===== src/rtl/lock_pkg.sv =====
// Shared types and constants for the keypad lock controller.
//   lock_state_e : controller FSM states
//   KEY_*        : keypad event codes that are not digits
//   BLINK_*      : blink request types understood by the LED blinker
package lock_pkg;

    typedef enum logic [2:0] {
        LOCKED     = 3'd0,
        UNLOCKED   = 3'd1,
        PROG_ENTRY = 3'd2,
        BLINK_REQ  = 3'd3,
        BLINK_ACK  = 3'd4,
        BLINK_WAIT = 3'd5,
        LOCKOUT    = 3'd6
    } lock_state_e;

    localparam logic [3:0] KEY_MAX_DIGIT = 4'h9;
    localparam logic [3:0] KEY_ENTER     = 4'hA;
    localparam logic [3:0] KEY_CLEAR     = 4'hB;
    localparam logic [3:0] KEY_PROGRAM   = 4'hC;

    localparam logic BLINK_ERROR   = 1'b0;
    localparam logic BLINK_PROG_OK = 1'b1;

    // True for keypad codes 0-9.
    function automatic logic is_digit(input logic [3:0] k);
        return (k <= KEY_MAX_DIGIT);
    endfunction

endpackage


===== src/rtl/code_entry_buf.sv =====
// Digit entry buffer: shifts digits into the LS nibble and counts them.
// Ports:
//   hwclk, reset : clock, synchronous active-high reset
//   clear        : zero buffer, count and overflow (wins over shift)
//   shift, digit : shift one 4-bit digit into the LS nibble
//   code         : buffer contents, first digit entered ends up in the MS nibble
//   count        : digits entered, saturating at CODE_LEN+1
//   overflow     : set once more than CODE_LEN digits have been entered
module code_entry_buf
    import lock_pkg::*;
#(
    parameter int unsigned CODE_LEN = 4,
    localparam int unsigned CODE_W  = 4 * CODE_LEN,
    localparam int unsigned CNT_W   = $clog2(CODE_LEN + 2)
) (
    input  logic              hwclk,
    input  logic              reset,
    input  logic              clear,
    input  logic              shift,
    input  logic [3:0]        digit,
    output logic [CODE_W-1:0] code,
    output logic [CNT_W-1:0]  count,
    output logic              overflow
);

    localparam logic [CNT_W-1:0] CNT_SAT = CNT_W'(CODE_LEN + 1);
    localparam logic [CNT_W-1:0] CNT_FULL = CNT_W'(CODE_LEN);

    // Shift register plus saturating counter; overflow tracks count == CODE_LEN+1.
    always_ff @(posedge hwclk) begin
        if (reset || clear) begin
            code     <= '0;
            count    <= '0;
            overflow <= 1'b0;
        end else if (shift) begin
            code <= {code[CODE_W-5:0], digit};
            if (count != CNT_SAT) begin
                count <= count + CNT_W'(1);
            end
            if (count == CNT_FULL) begin
                overflow <= 1'b1;
            end
        end
    end

endmodule


===== src/rtl/lock_controller.sv =====
// Keypad lock FSM: checks entered codes, drives unlock, supports reprogramming
// the code while unlocked, and requests error / programming-success blinks
// from the LED blinker over a start/done handshake.
// Ports:
//   hwclk, reset        : clock, synchronous active-high reset
//   key_valid, key_code : decoded keypad event (one-cycle pulse)
//   start_blinking      : one-cycle blink request pulse
//   blink_type          : 0 = error blink, 1 = programming-success blink
//   done_blinking       : blinker idle flag (1 = idle)
//   unlocked            : high in UNLOCKED / PROG_ENTRY
//   locked_out          : high during lockout
module lock_controller
    import lock_pkg::*;
#(
    parameter int unsigned              CODE_LEN       = 4,
    parameter logic [4*CODE_LEN-1:0]    DEFAULT_CODE   = (4*CODE_LEN)'(16'h1234),
    parameter int unsigned              MAX_FAILS      = 3,
    parameter logic [31:0]              LOCKOUT_CYCLES = 32'd120000000,
    parameter logic [31:0]              ACK_TIMEOUT    = 32'd1200
) (
    input  logic       hwclk,
    input  logic       reset,
    input  logic       key_valid,
    input  logic [3:0] key_code,
    output logic       start_blinking,
    output logic       blink_type,
    input  logic       done_blinking,
    output logic       unlocked,
    output logic       locked_out
);

    localparam int unsigned CODE_W = 4 * CODE_LEN;
    localparam int unsigned CNT_W  = $clog2(CODE_LEN + 2);
    localparam int unsigned FAIL_W = $clog2(MAX_FAILS + 1);

    localparam logic [FAIL_W-1:0] FAIL_MAX = FAIL_W'(MAX_FAILS);

    lock_state_e       state, state_next, resume_state;
    logic [CODE_W-1:0] code_reg;
    logic [FAIL_W-1:0] fail_cnt;
    logic [31:0]       timer;
    logic              resume_prog, resume_prog_next;
    logic              blink_type_next;

    logic              buf_clear, buf_clear_key, buf_shift, buf_overflow;
    logic [CODE_W-1:0] buf_code;
    logic [CNT_W-1:0]  buf_count;

    logic key_digit, key_enter, key_clear, key_program;
    logic len_ok, code_match;
    logic code_load, fail_inc, fail_clr, timer_inc;

    assign key_digit   = key_valid && is_digit(key_code);
    assign key_enter   = key_valid && (key_code == KEY_ENTER);
    assign key_clear   = key_valid && (key_code == KEY_CLEAR);
    assign key_program = key_valid && (key_code == KEY_PROGRAM);

    assign len_ok     = (buf_count == CNT_W'(CODE_LEN)) && !buf_overflow;
    assign code_match = len_ok && (buf_code == code_reg);

    // Where a blink sequence returns to once the blinker is done (or never answered).
    always_comb begin
        resume_state = LOCKED;
        if (resume_prog) begin
            resume_state = UNLOCKED;
        end else if (fail_cnt == FAIL_MAX) begin
            resume_state = LOCKOUT;
        end
    end

    code_entry_buf #(
        .CODE_LEN (CODE_LEN)
    ) u_entry_buf (
        .hwclk    (hwclk),
        .reset    (reset),
        .clear    (buf_clear),
        .shift    (buf_shift),
        .digit    (key_code),
        .code     (buf_code),
        .count    (buf_count),
        .overflow (buf_overflow)
    );

    // State register.
    always_ff @(posedge hwclk) begin
        if (reset) begin
            state <= LOCKED;
        end else begin
            state <= state_next;
        end
    end

    // Next-state and control decode.
    always_comb begin
        state_next       = state;
        buf_shift        = 1'b0;
        buf_clear_key    = 1'b0;
        code_load        = 1'b0;
        fail_inc         = 1'b0;
        fail_clr         = 1'b0;
        timer_inc        = 1'b0;
        blink_type_next  = blink_type;
        resume_prog_next = resume_prog;

        case (state)
            LOCKED: begin
                if (key_digit) begin
                    buf_shift = 1'b1;
                end else if (key_enter) begin
                    if (code_match) begin
                        state_next = UNLOCKED;
                        fail_clr   = 1'b1;
                    end else begin
                        state_next       = BLINK_REQ;
                        fail_inc         = 1'b1;
                        blink_type_next  = BLINK_ERROR;
                        resume_prog_next = 1'b0;
                    end
                end else if (key_clear) begin
                    buf_clear_key = 1'b1;
                end
            end
            UNLOCKED: begin
                if (key_program) begin
                    state_next = PROG_ENTRY;
                end else if (key_enter || key_clear) begin
                    state_next = LOCKED;
                end
            end
            PROG_ENTRY: begin
                if (key_digit) begin
                    buf_shift = 1'b1;
                end else if (key_enter) begin
                    state_next       = BLINK_REQ;
                    resume_prog_next = 1'b1;
                    code_load        = len_ok;
                    blink_type_next  = len_ok ? BLINK_PROG_OK : BLINK_ERROR;
                end else if (key_clear) begin
                    state_next = UNLOCKED;
                end
            end
            BLINK_REQ: begin
                state_next = BLINK_ACK;
            end
            BLINK_ACK: begin
                // A blinker that never leaves idle must not hang the lock.
                if (!done_blinking) begin
                    state_next = BLINK_WAIT;
                end else if (timer == ACK_TIMEOUT - 32'd1) begin
                    state_next = resume_state;
                end else begin
                    timer_inc = 1'b1;
                end
            end
            BLINK_WAIT: begin
                if (done_blinking) begin
                    state_next = resume_state;
                end
            end
            LOCKOUT: begin
                if (timer == LOCKOUT_CYCLES - 32'd1) begin
                    state_next = LOCKED;
                    fail_clr   = 1'b1;
                end else begin
                    timer_inc = 1'b1;
                end
            end
            default: begin
                state_next = LOCKED;
            end
        endcase

        // Every state change starts from an empty entry buffer.
        buf_clear = buf_clear_key || (state_next != state);
    end

    // Datapath registers and registered outputs.
    always_ff @(posedge hwclk) begin
        if (reset) begin
            code_reg       <= DEFAULT_CODE;
            fail_cnt       <= '0;
            timer          <= '0;
            resume_prog    <= 1'b0;
            blink_type     <= BLINK_ERROR;
            start_blinking <= 1'b0;
            unlocked       <= 1'b0;
            locked_out     <= 1'b0;
        end else begin
            if (code_load) begin
                code_reg <= buf_code;
            end
            if (fail_clr) begin
                fail_cnt <= '0;
            end else if (fail_inc && (fail_cnt != FAIL_MAX)) begin
                fail_cnt <= fail_cnt + FAIL_W'(1);
            end
            timer          <= timer_inc ? (timer + 32'd1) : 32'd0;
            resume_prog    <= resume_prog_next;
            // blink_type is loaded on entry to BLINK_REQ, so it leads the pulse by a cycle.
            blink_type     <= blink_type_next;
            start_blinking <= (state == BLINK_REQ);
            unlocked       <= (state_next == UNLOCKED) || (state_next == PROG_ENTRY);
            locked_out     <= (state_next == LOCKOUT);
        end
    end

endmodule


===== config.mk =====
export PLATFORM = sky130hd
export DESIGN_NAME = lock_controller
export DESIGN_NICKNAME = d
export VERILOG_FILES = /design/src/rtl/lock_pkg.sv /design/src/rtl/code_entry_buf.sv /design/src/rtl/lock_controller.sv
export SDC_FILE = /design/constraint.sdc
export NUM_CORES = 1
export LEC_CHECK = 0
export ABC_AREA = 1
export BUFFER_PORTS_ARGS = -buffer_cell sky130_fd_sc_hd__buf_2
export CAP_MARGIN = 0
export CORE_ASPECT_RATIO = 0.7
export CORE_UTILIZATION = 25
export CTS_CLUSTER_DIAMETER = 200
export DETAILED_ROUTE_END_ITERATION = 7
export GPL_ROUTABILITY_DRIVEN = 1
export RECOVER_POWER = 25
export SLEW_MARGIN = 5
export SYNTH_ARGS = -nofsm -noshare
export SYNTH_HDL_FRONTEND = slang
export SYNTH_SLANG_ARGS = --single-unit

===== constraint.sdc =====
create_clock -name hwclk -period 2.45 [get_ports hwclk]
set_clock_uncertainty 0.05 [all_clocks]
set_input_delay 0.3675 -clock hwclk [delete_from_list [all_inputs] [get_ports hwclk]]
set_output_delay 0.3675 -clock hwclk [all_outputs]
set_load 0.01 [all_outputs]

==> results of run 1 <==
==> critical path: stages (launching register included) <==
cell,delay (ns)
dfxtp_1,0.35
ha_1,0.18
nand2_1,0.10
nor2_4,0.15
inv_1,0.06
nor2_1,0.15
nand3_1,0.09
nor2_1,0.10
nand3_1,0.08
nand2_1,0.07
nor2_1,0.04
nand2_1,0.13
nand2_1,0.07
nand3_1,0.07
buf_4,0.26
nor3_1,0.09
==> layout by cell type (no fill, tap or decap), types with 3 or more instances in the layout <==
cell type / synthesis / layout
o21ai_0: 33 / 33
clkbuf_16: 0 / 9
or2_2: 4 / 4
nand2_2: 6 / 6
inv_1: 92 / 92
a21oi_1: 39 / 39
nand4_1: 11 / 11
nand3_1: 27 / 27
ha_1: 5 / 5
buf_4: 0 / 9
nor2_4: 4 / 4
clkbuf_1: 9 / 5
nand3b_1: 3 / 3
nor4_1: 4 / 3
o211ai_1: 6 / 6
nor3_2: 2 / 3
nor2_1: 49 / 49
a31oi_1: 3 / 3
nor3b_1: 3 / 3
dfxtp_1: 78 / 77
xor2_1: 7 / 7
nor3_1: 41 / 40
nand2_1: 160 / 160
nor2_2: 6 / 6
o21a_1: 4 / 4
buf_2: 6 / 7
==> layout make-up <==
| class | instances | area [sq um] | area share |
|---|---|---|---|
| Sequential cell | 78 | 1560 | 0.333 |
| Clock inverter | 6 | 87.6 | 0.0187 |
| Inverter | 92 | 345 | 0.0736 |
| Clock buffer | 9 | 225 | 0.0480 |
| Tap cell | 200 | 250 | 0.0533 |
| Multi-Input combinational cell | 425 | 2100 | 0.447 |
| Timing Repair Buffer | 21 | 121 | 0.0259 |
==> metal layers <==
layer | share of wire | GRT usage | up-vias
met1 | 0.56 | 0.177 | 1616
met2 | 0.38 | 0.164 | 64
met5 | 0 | 0 | -
met4 | 0.016 | 0.0424 | 0
li1 | - | - | 1989
met3 | 0.038 | 0.0285 | 12
==> worst max path at each step <==
stage | from | endpoint | slack, ns | depth (start not counted)
2_1_floorplan | timer[0] | u_entry_buf.code[0] | 0.62 | 14
3_3_place_gp | timer[0] | u_entry_buf.code[6] | 0.27 | 14
3_5_place_dp | timer[0] | u_entry_buf.code[3] | 0.25 | 15
4_1_cts | timer[0] | u_entry_buf.code[3] | 0.23 | 14
5_1_grt | timer[0] | u_entry_buf.count[2] | 0.007 | 14
6_report | timer[0] | u_entry_buf.code[3] | 0.27 | 15
==> power by group through the flow <==
stage / Sequential, uW / Combinational, uW / Clock [uW]
after global routing: 1320 / 204 / 1500
final: 1320 / 175 / 1420
after global placement: 1350 / 173 / 0
after CTS: 1320 / 175 / 1450
after floorplan: 1340 / 129 / 0
after detailed placement: 1350 / 173 / 0
==> metrics by stage <==
step	hold WS, ns	total power (uW)	instance area (sq um)
after detailed placement	0.398	1520	4370
after global placement	0.385	1520	4370
after floorplan	0.368	1470	4060
after CTS	0.281	2940	4680
final	0.290	2910	4690
after global routing	0.309	3030	4690
==> cell families (layout without fill, tap and decap cells) <==
kind of cell	Yosys count	in the layout	share of synthesized area
XOR/XNOR	9	9	0.0194
buffers and inverters	107	128	0.101
AND/OR/NAND/NOR	324	324	0.364
AO/OA/AOI/OAI	87	87	0.115
adder cells (fa/ha/maj)	5	5	0.0154
flip-flops	78	78	0.385
==> timing repair <==
action                     4_1_cts  5_1_grt
buffers inserted                 0        1
hold endpoints to repair         0        0
resized for setup                0        3
setup endpoints to repair        0       10
==> flow_metrics.tcl, run 1 <==
set metrics [dict create \
    outcome "completed" \
    coreArea_sq_um 15700 \
    startpoint_type "flip-flop" \
    endpoint_kind "flip-flop" \
    synth-async-reset-ratio 0 \
    clkLatencyLatePin_ns 0.34 \
    dp_cells 815 \
    syn_area_sq_um 4060 \
    fp.dieH_um 109 \
    htree_levels 3 \
    ys_warn_count 0 \
    first_pass_iters 4 \
    drive_above_1_share 0.0919 \
    place_congestion 0.782 \
    route.detailed.wl_per_inst_um 11.2 \
    num_rows 38 \
    grt_pass1_wl_um 15800 \
    pwr-share-seq 0.454 \
    crit_required_ns 2.62 \
    fin_tns_setup_ns 0 \
    hold_viol 0 \
    setup_viol 0 \
    die_w_um 154 \
    grt_pass1_vias 3264 \
    clockRootBuffer "clkbuf_16" \
    finalCritPeriodShare 0.891 \
    slew_headroom 0.565 \
    worstSetupPathType "reg2reg" \
    antenna_found_initial 0 \
    clk_path_buf_depth 2 \
    rrSetupSlack_ns 0.27 \
    ff2ff_path_depth 15 \
    crit_arrival_ns 2.35 \
    combPwrFrac 0.060 \
    initial_core_util 0.259 \
    post-route-util 0.299 \
    synth.most_common_cell "nand2_1" \
    synth_edf_count 0 \
    grt_max_degree 31 \
    r2r-start "timer[0]" \
    holdPathStages 2 \
    synth_seq_cells 78 \
    setup_slack_ns 0.267 \
    via_count 3681 \
    wirelength_um 9270 \
    ys_types 30 \
    rsz0062_at_grt "no" \
    reg2reg_to "u_entry_buf.code[3]" \
    drtAntennaViolNets 0 \
    grt.overflow.total 0 \
    path_max_fanout 20 \
    min_path_type "in2reg" \
    synth_top_area_cell "dfxtp_1" \
    fin_crit_ns 2.18 \
    vdd_drop_max_v 0.000336 \
    slew_violations 0 \
    cts_tree "done" \
    largest_register_ffs 32 \
    seq_area_frac_synth 0.385 \
    place_ws_ns 0.251 \
    nFillCells 1729 \
    syn_avg_cell_area_sq_um 6.65 \
    fin_cells 831 \
    p_leak_uw 0.00188 \
    die_area_sq_um 16800 \
    yosys-top-cells-area "dfxtp_1 (38%), nand2_1 (15%), inv_1 (8.5%), nor3_1 (5.1%), a21oi_1 (4.8%)" \
    power_switching_uw 669 \
    fin_nets 640 \
    dr.first_iter.drc_count 226 \
    hold_buffers 0 \
    drc 0 \
    clock-sinks 78 \
    num_antenna_cells 0 \
    synthFlopType "dfxtp_1" \
    synth_nets 623 \
    tightest_slew_ns 0.652 \
    p_clk_frac 0.486 \
    io_pins 12 \
    clkTransAtPathRegs_ns 0.06 \
    yosysTopAreaCellShare 0.385 \
    grt_use_total 0.119 \
    drv_cap 0 \
    syn_inst 610 \
    io_buffers 11 \
    min_to "state[1]" \
    switching_share 0.230 \
    syn_to_final_growth_pct 15.6 \
    min_from "reset" \
    via_per_inst 4.43 \
    cts_buffers 9 \
    internal_power_uw 2240 \
    max_freq_mhz 458 \
    power_density_nw_per_um2 621 \
    synthTopCellsByCount "nand2_1 (160), inv_1 (92), dfxtp_1 (78)" \
    hpwl_um 6850 \
]
(Power assumes the default switching activity.)
==> run 2: changes to the inputs <==
- SYNTH_HIERARCHICAL: default -> 1
==> flow_metrics.tcl, run 2 <==
set metrics [dict create \
    rrSetupSlack_ns 0.18 \
    syn_area_sq_um 4460 \
    cp_slowest_cell "dfxtp_1" \
    synth_top_area_cell "dfxtp_1" \
    antenna_found_initial 0 \
    r2r-start "timer[1]" \
    first_pass_iters 4 \
    cts_tree "done" \
    grt.overflow.total 0 \
    htree_levels 3 \
    p_leak_uw 0.00194 \
    drv_cap 0 \
    vdd_drop_max_v 0.000382 \
    post_cts_buffers 0 \
    wirelength_um 10700 \
    crit_chain "ha_1, nand2_1, nor2_4, nand3_1, nor2_2, nand2_1, nand2_1, nand3_1, nand2_1, nand2_2, nand2_1, nand2_1, inv_1, nand2_1, nor2_4, inv_4, buf_12, a21oi_1" \
    slew_headroom 0.527 \
    largest_register_ffs 32 \
    critPathTopFamily "simple AND/OR/NAND/NOR gates" \
    fp.dieH_um 114 \
    grt_pass1_vias 3711 \
    drive_above_1_share 0.128 \
    ff2ff_path_depth 18 \
    finalCritPeriodShare 0.925 \
    synth_nets 697 \
    crit_arrival_ns 2.47 \
    synth.most_common_cell "nand2_1" \
    syn_inst 684 \
    grt_use_total 0.123 \
    seqCellArea_sq_um 1560 \
    fin_nets 720 \
    worstSetupPathType "reg2reg" \
    synth_edf_count 0 \
    final_cell_mix "nand2_1 (199), nor2_1 (87), inv_1 (83)" \
    hold_viol 0 \
    ys_types 36 \
    finalPower_uw 2820 \
    seq_area_frac_synth 0.350 \
    setup.worst_path.end "u_entry_buf/code[6]" \
    power_density_nw_per_um2 550 \
    slew_violations 0 \
    crit_path_max_incr_delay_ns 0.34 \
    drc 0 \
    path_depth 18 \
    io_buffers 11 \
    die_w_um 162 \
    reg2reg_to "u_entry_buf/code[6]" \
    min_path_type "in2reg" \
    num_antenna_cells 0 \
    io_pins 12 \
    grt_max_degree 25 \
    drtAntennaViolNets 0 \
    fin_cells 942 \
    via_count 4136 \
    synthFlopType "dfxtp_1" \
    rsz0062_at_grt "no" \
    syn_avg_cell_area_sq_um 6.52 \
    endpoint_kind "flip-flop" \
    layout_commonest_cell "nand2_1" \
    max_freq_mhz 441 \
    hpwl_um 8140 \
    worst_path_most_repeated_cell "nand2_1" \
    clock-sinks 78 \
    syn_to_final_growth_pct 15.1 \
    nFillCells 1979 \
    yosysTopAreaCellShare 0.350 \
    num_rows 40 \
    cts.repair.resized 0 \
    initial_core_util 0.258 \
    startpoint_type "flip-flop" \
    route.detailed.wl_per_inst_um 11.3 \
    cts_buffers 9 \
    clockRootBuffer "clkbuf_16" \
    setup_viol 0 \
    startpoint "timer[1]" \
    tightest_slew_ns 0.709 \
    place_ws_ns 0.0690 \
    clk_path_buf_depth 2 \
    die_area_sq_um 18400 \
    ys_warn_count 6 \
    coreArea_sq_um 17300 \
    dp_cells 927 \
    multi_input_area_sq_um 2460 \
    synth_seq_cells 78 \
    place_congestion 0.860 \
    synth-async-reset-ratio 0 \
    fin_crit_ns 2.27 \
    dr.first_iter.drc_count 257 \
    clkTransAtPathRegs_ns 0.06 \
    clkLatencyLatePin_ns 0.33 \
    fin_tns_setup_ns 0 \
    crit_required_ns 2.66 \
    grt_pass1_wl_um 18300 \
    path_max_fanout 12 \
    via_per_inst 4.39 \
    setup_slack_ns 0.184 \
    critical_path_buf_inv_count 3 \
    hold_buffers 0 \
    yosys-top-cells-area "dfxtp_1 (35%), nand2_1 (17%), nor2_1 (7.2%), inv_1 (6.9%), nand3_1 (4.7%)" \
    outcome "completed" \
    synthTopCellsByCount "nand2_1 (198), nor2_1 (85), inv_1 (82)" \
]
==> run 2: kinds of logic after synthesis <==
kind of cell | count (synthesis) | share of synthesized area
xor+xnor | 9 | 0.0177
buf+inv | 107 | 0.0998
flops | 78 | 0.350
simple gates | 408 | 0.420
fa+ha+maj | 5 | 0.0140
compound gates | 77 | 0.0984
==> run 2: worst min-delay path, delay by kind of cell <==
family,cells,cell delay (ns)
and+or+nand+nor,1,0.07
buffers and inverters,1,0.12
AOI/OAI and AO/OA,1,0.06
==> run 2: cell type report <==
class,instances,area share
clock buffer,11,0.0453
multi-input combinational,499,0.480
tap,231,0.0563
clock inverter,4,0.0141
timing repair buffer,24,0.0305
inverter,95,0.0699
sequential,78,0.304
==> run 2: per-stage QoR <==
| step | instance area, sq um | utilization | hold slack, ns |
|---|---|---|---|
| 2_1_floorplan | 4460 | - | 0.380 |
| 3_3_place_gp | 4830 | 0.279 | 0.400 |
| 3_5_place_dp | 4830 | 0.279 | 0.403 |
| 4_1_cts | 5130 | 0.296 | 0.271 |
| 5_1_grt | 5130 | 0.297 | 0.275 |
| 6_report | 5130 | 0.297 | 0.281 |
==> run 2: power by group <==
group          leakage [uW]  switching, uW  internal [uW]  total [uW]
Sequential         0.000630           13.6           1280        1290
Clock              0.000146            501            885        1390
Combinational       0.00116           95.7           48.5         144
==> run 2: worst min path at each step <==
stage,from,end,slack (ns),cells past startpoint
5_1_grt,key_code[3],u_entry_buf/code[3],0.27,3
2_1_floorplan,timer[0],timer[0],0.38,1
4_1_cts,key_code[3],u_entry_buf/code[3],0.27,3
6_report,key_code[3],u_entry_buf/code[3],0.28,3
3_5_place_dp,timer[0],timer[0],0.40,1
3_3_place_gp,timer[0],timer[0],0.40,1
==> run 2: routing by layer <==
metal  vias to the layer above  GRT usage  share of wire
met5                         -          0              0
met1                      1845      0.195           0.58
met4                         0     0.0283         0.0089
li1                       2210          -              -
met2                        72      0.162           0.36
met3                         9     0.0276          0.042
==> run 3: changes to the inputs <==
- CORE_UTILIZATION: 25 -> 50
- PLACE_DENSITY: default -> 0.66
==> flow_metrics.tcl, run 3 (synthesized netlist as in run 2, its figures left out) <==
set metrics [dict create \
    outcome "completed" \
    setup_viol 0 \
    fin_nets 716 \
    grtUsageMet1 0.394 \
    fin_cells 828 \
    internal_power_uw 2250 \
    critical_path_buf_inv_count 4 \
    post-route-util 0.589 \
    combPwrFrac 0.050 \
    hpwl_um 8210 \
    grt_pass1_vias 3903 \
    num_antenna_cells 0 \
    largest_register_ffs 32 \
    ff2ff_path_depth 18 \
    critPathTopFamily "simple AND/OR/NAND/NOR gates" \
    p_leak_uw 0.00194 \
    syn_to_final_growth_pct 12.8 \
    dp_cells 811 \
    pwr-share-seq 0.446 \
    dr.first_iter.drc_count 327 \
    place_ws_ns 0.113 \
    min_from "key_code[2]" \
    drtAntennaViolNets 0 \
    fin_crit_ns 2.25 \
    holdWs_ns 0.269 \
    route.detailed.wl_per_inst_um 13.2 \
    clock-sinks 78 \
    slew_violations 0 \
    power_density_nw_per_um2 577 \
    crit_chain "ha_2, nand2_2, nor2_4, nand3_2, nor2_4, nand3_1, nand3_1, nand2_1, nand2_2, inv_2, nand2_1, nand2_1, inv_1, nand2_1, nor2_4, inv_2, buf_12, a21oi_1" \
    finalPower_uw 2910 \
    antenna_found_initial 0 \
    cp_slowest_cell "dfxtp_2" \
    io_buffers 11 \
    busiest_layer "met1" \
    fp.dieH_um 81.0 \
    final_cell_mix "nand2_1 (195), inv_1 (82), nor2_1 (82)" \
    startpoint_type "flip-flop" \
    setup_slack_ns 0.195 \
    num_rows 28 \
    grt_use_total 0.262 \
    clk_path_buf_depth 2 \
    wirelength_um 11000 \
    initial_core_util 0.522 \
    endpoint_kind "flip-flop" \
    cts_tree "done" \
    grt_max_degree 25 \
    clkTransAtPathRegs_ns 0.06 \
    vdd_drop_max_v 0.000355 \
    slew_headroom 0.626 \
    clkLatencyLatePin_ns 0.34 \
    layout_commonest_cell "nand2_1" \
    worstSetupPathType "reg2reg" \
    tightest_slew_ns 0.559 \
    path_max_fanout 17 \
    holdPathStages 3 \
    worst_path_most_repeated_cell "nand2_1" \
    crit_path_max_incr_delay_ns 0.35 \
    via_per_inst 5.14 \
    die_area_sq_um 9310 \
    crit_required_ns 2.67 \
    first_pass_iters 5 \
    grt_pass1_wl_um 18700 \
    use_met3 0.0604 \
    finalCritPeriodShare 0.920 \
    htree_levels 3 \
    crit_arrival_ns 2.48 \
    max_freq_mhz 443 \
    place_congestion 0.907 \
    reg2reg_to "u_entry_buf/code[7]" \
    drive_above_1_share 0.145 \
    cts_buffers 9 \
    hold_viol 0 \
    io_pins 12 \
    coreArea_sq_um 8550 \
    drc 0 \
    rrSetupSlack_ns 0.20 \
    switching_share 0.225 \
    via_count 4257 \
    min_to "u_entry_buf/code[2]" \
    power_switching_uw 654 \
    grt_use_met2 0.371 \
    grt.overflow.total 0 \
    drv_cap 0 \
    die_w_um 115 \
    clockRootBuffer "clkbuf_16" \
    min_path_type "in2reg" \
    r2r-start "timer[0]" \
    p_clk_frac 0.504 \
]
run 3: changes by cell type in the layout (fill, tap and decap cells not counted), moves of 4 or more:
| cell | delta |
|---|---|
| nor2_1 | -5 |
| buf_4 | -4 |
| nand2_1 | -4 |
| nand2_2 | +4 |
| nor2_2 | +4 |
run 3: per-stage QoR:
| step | setup TNS, ns | cell area (sq um) |
|---|---|---|
| 2_1_floorplan | 0 | 4460 |
| 3_3_place_gp | 0 | 4660 |
| 3_5_place_dp | 0 | 4660 |
| 4_1_cts | 0 | 4990 |
| 5_1_grt | -0.135 | 5030 |
| 6_report | 0 | 5030 |
run 3: area by class of cell:
class | count | area [sq um]
Fill cell | 852 | 3510
Tap cell | 120 | 150
Clock buffer | 11 | 243
Clock inverter | 5 | 82.6
Inverter | 95 | 357
Timing Repair Buffer | 20 | 143
Multi-Input combinational cell | 499 | 2490
Sequential cell | 78 | 1570
run 3: tightest hold or removal path, cell delays in order:
cell and delay (ns):
buf_2 0.11, nand2_1 0.08, a21oi_2 0.05
run 3: worst max path at each step:
stage	from	end	slack, ns	depth (start not counted)
floorplan	timer[0]	u_entry_buf/code[0]	0.40	18
global placement	timer[0]	u_entry_buf/code[7]	0.21	18
detailed placement	timer[0]	u_entry_buf/code[15]	0.11	18
CTS	timer[0]	u_entry_buf/code[7]	0.06	18
global route	timer[0]	u_entry_buf/overflow	-0.04	18
finish	timer[0]	u_entry_buf/code[7]	0.20	18
run 3: power groups by stage:
stage / logic [uW] / registers (uW) / clock network, uW
2_1_floorplan: 102 / 1320 / 0
3_3_place_gp: 135 / 1320 / 0
3_5_place_dp: 136 / 1320 / 0
4_1_cts: 138 / 1300 / 1490
5_1_grt: 161 / 1300 / 1550
6_report: 144 / 1300 / 1460
run 3: what timing repair did:
item,4_1_cts,5_1_grt
gates resized for setup,0,15
setup buffers,0,1
endpoints found under the setup margin,0,20
hold buffers,0,0
run 3: per-layer routing:
metal | up-vias | share of wire
met5 | - | 0
met4 | 0 | 0.0076
met3 | 7 | 0.055
met2 | 106 | 0.40
met1 | 1935 | 0.54
li1 | 2209 | -
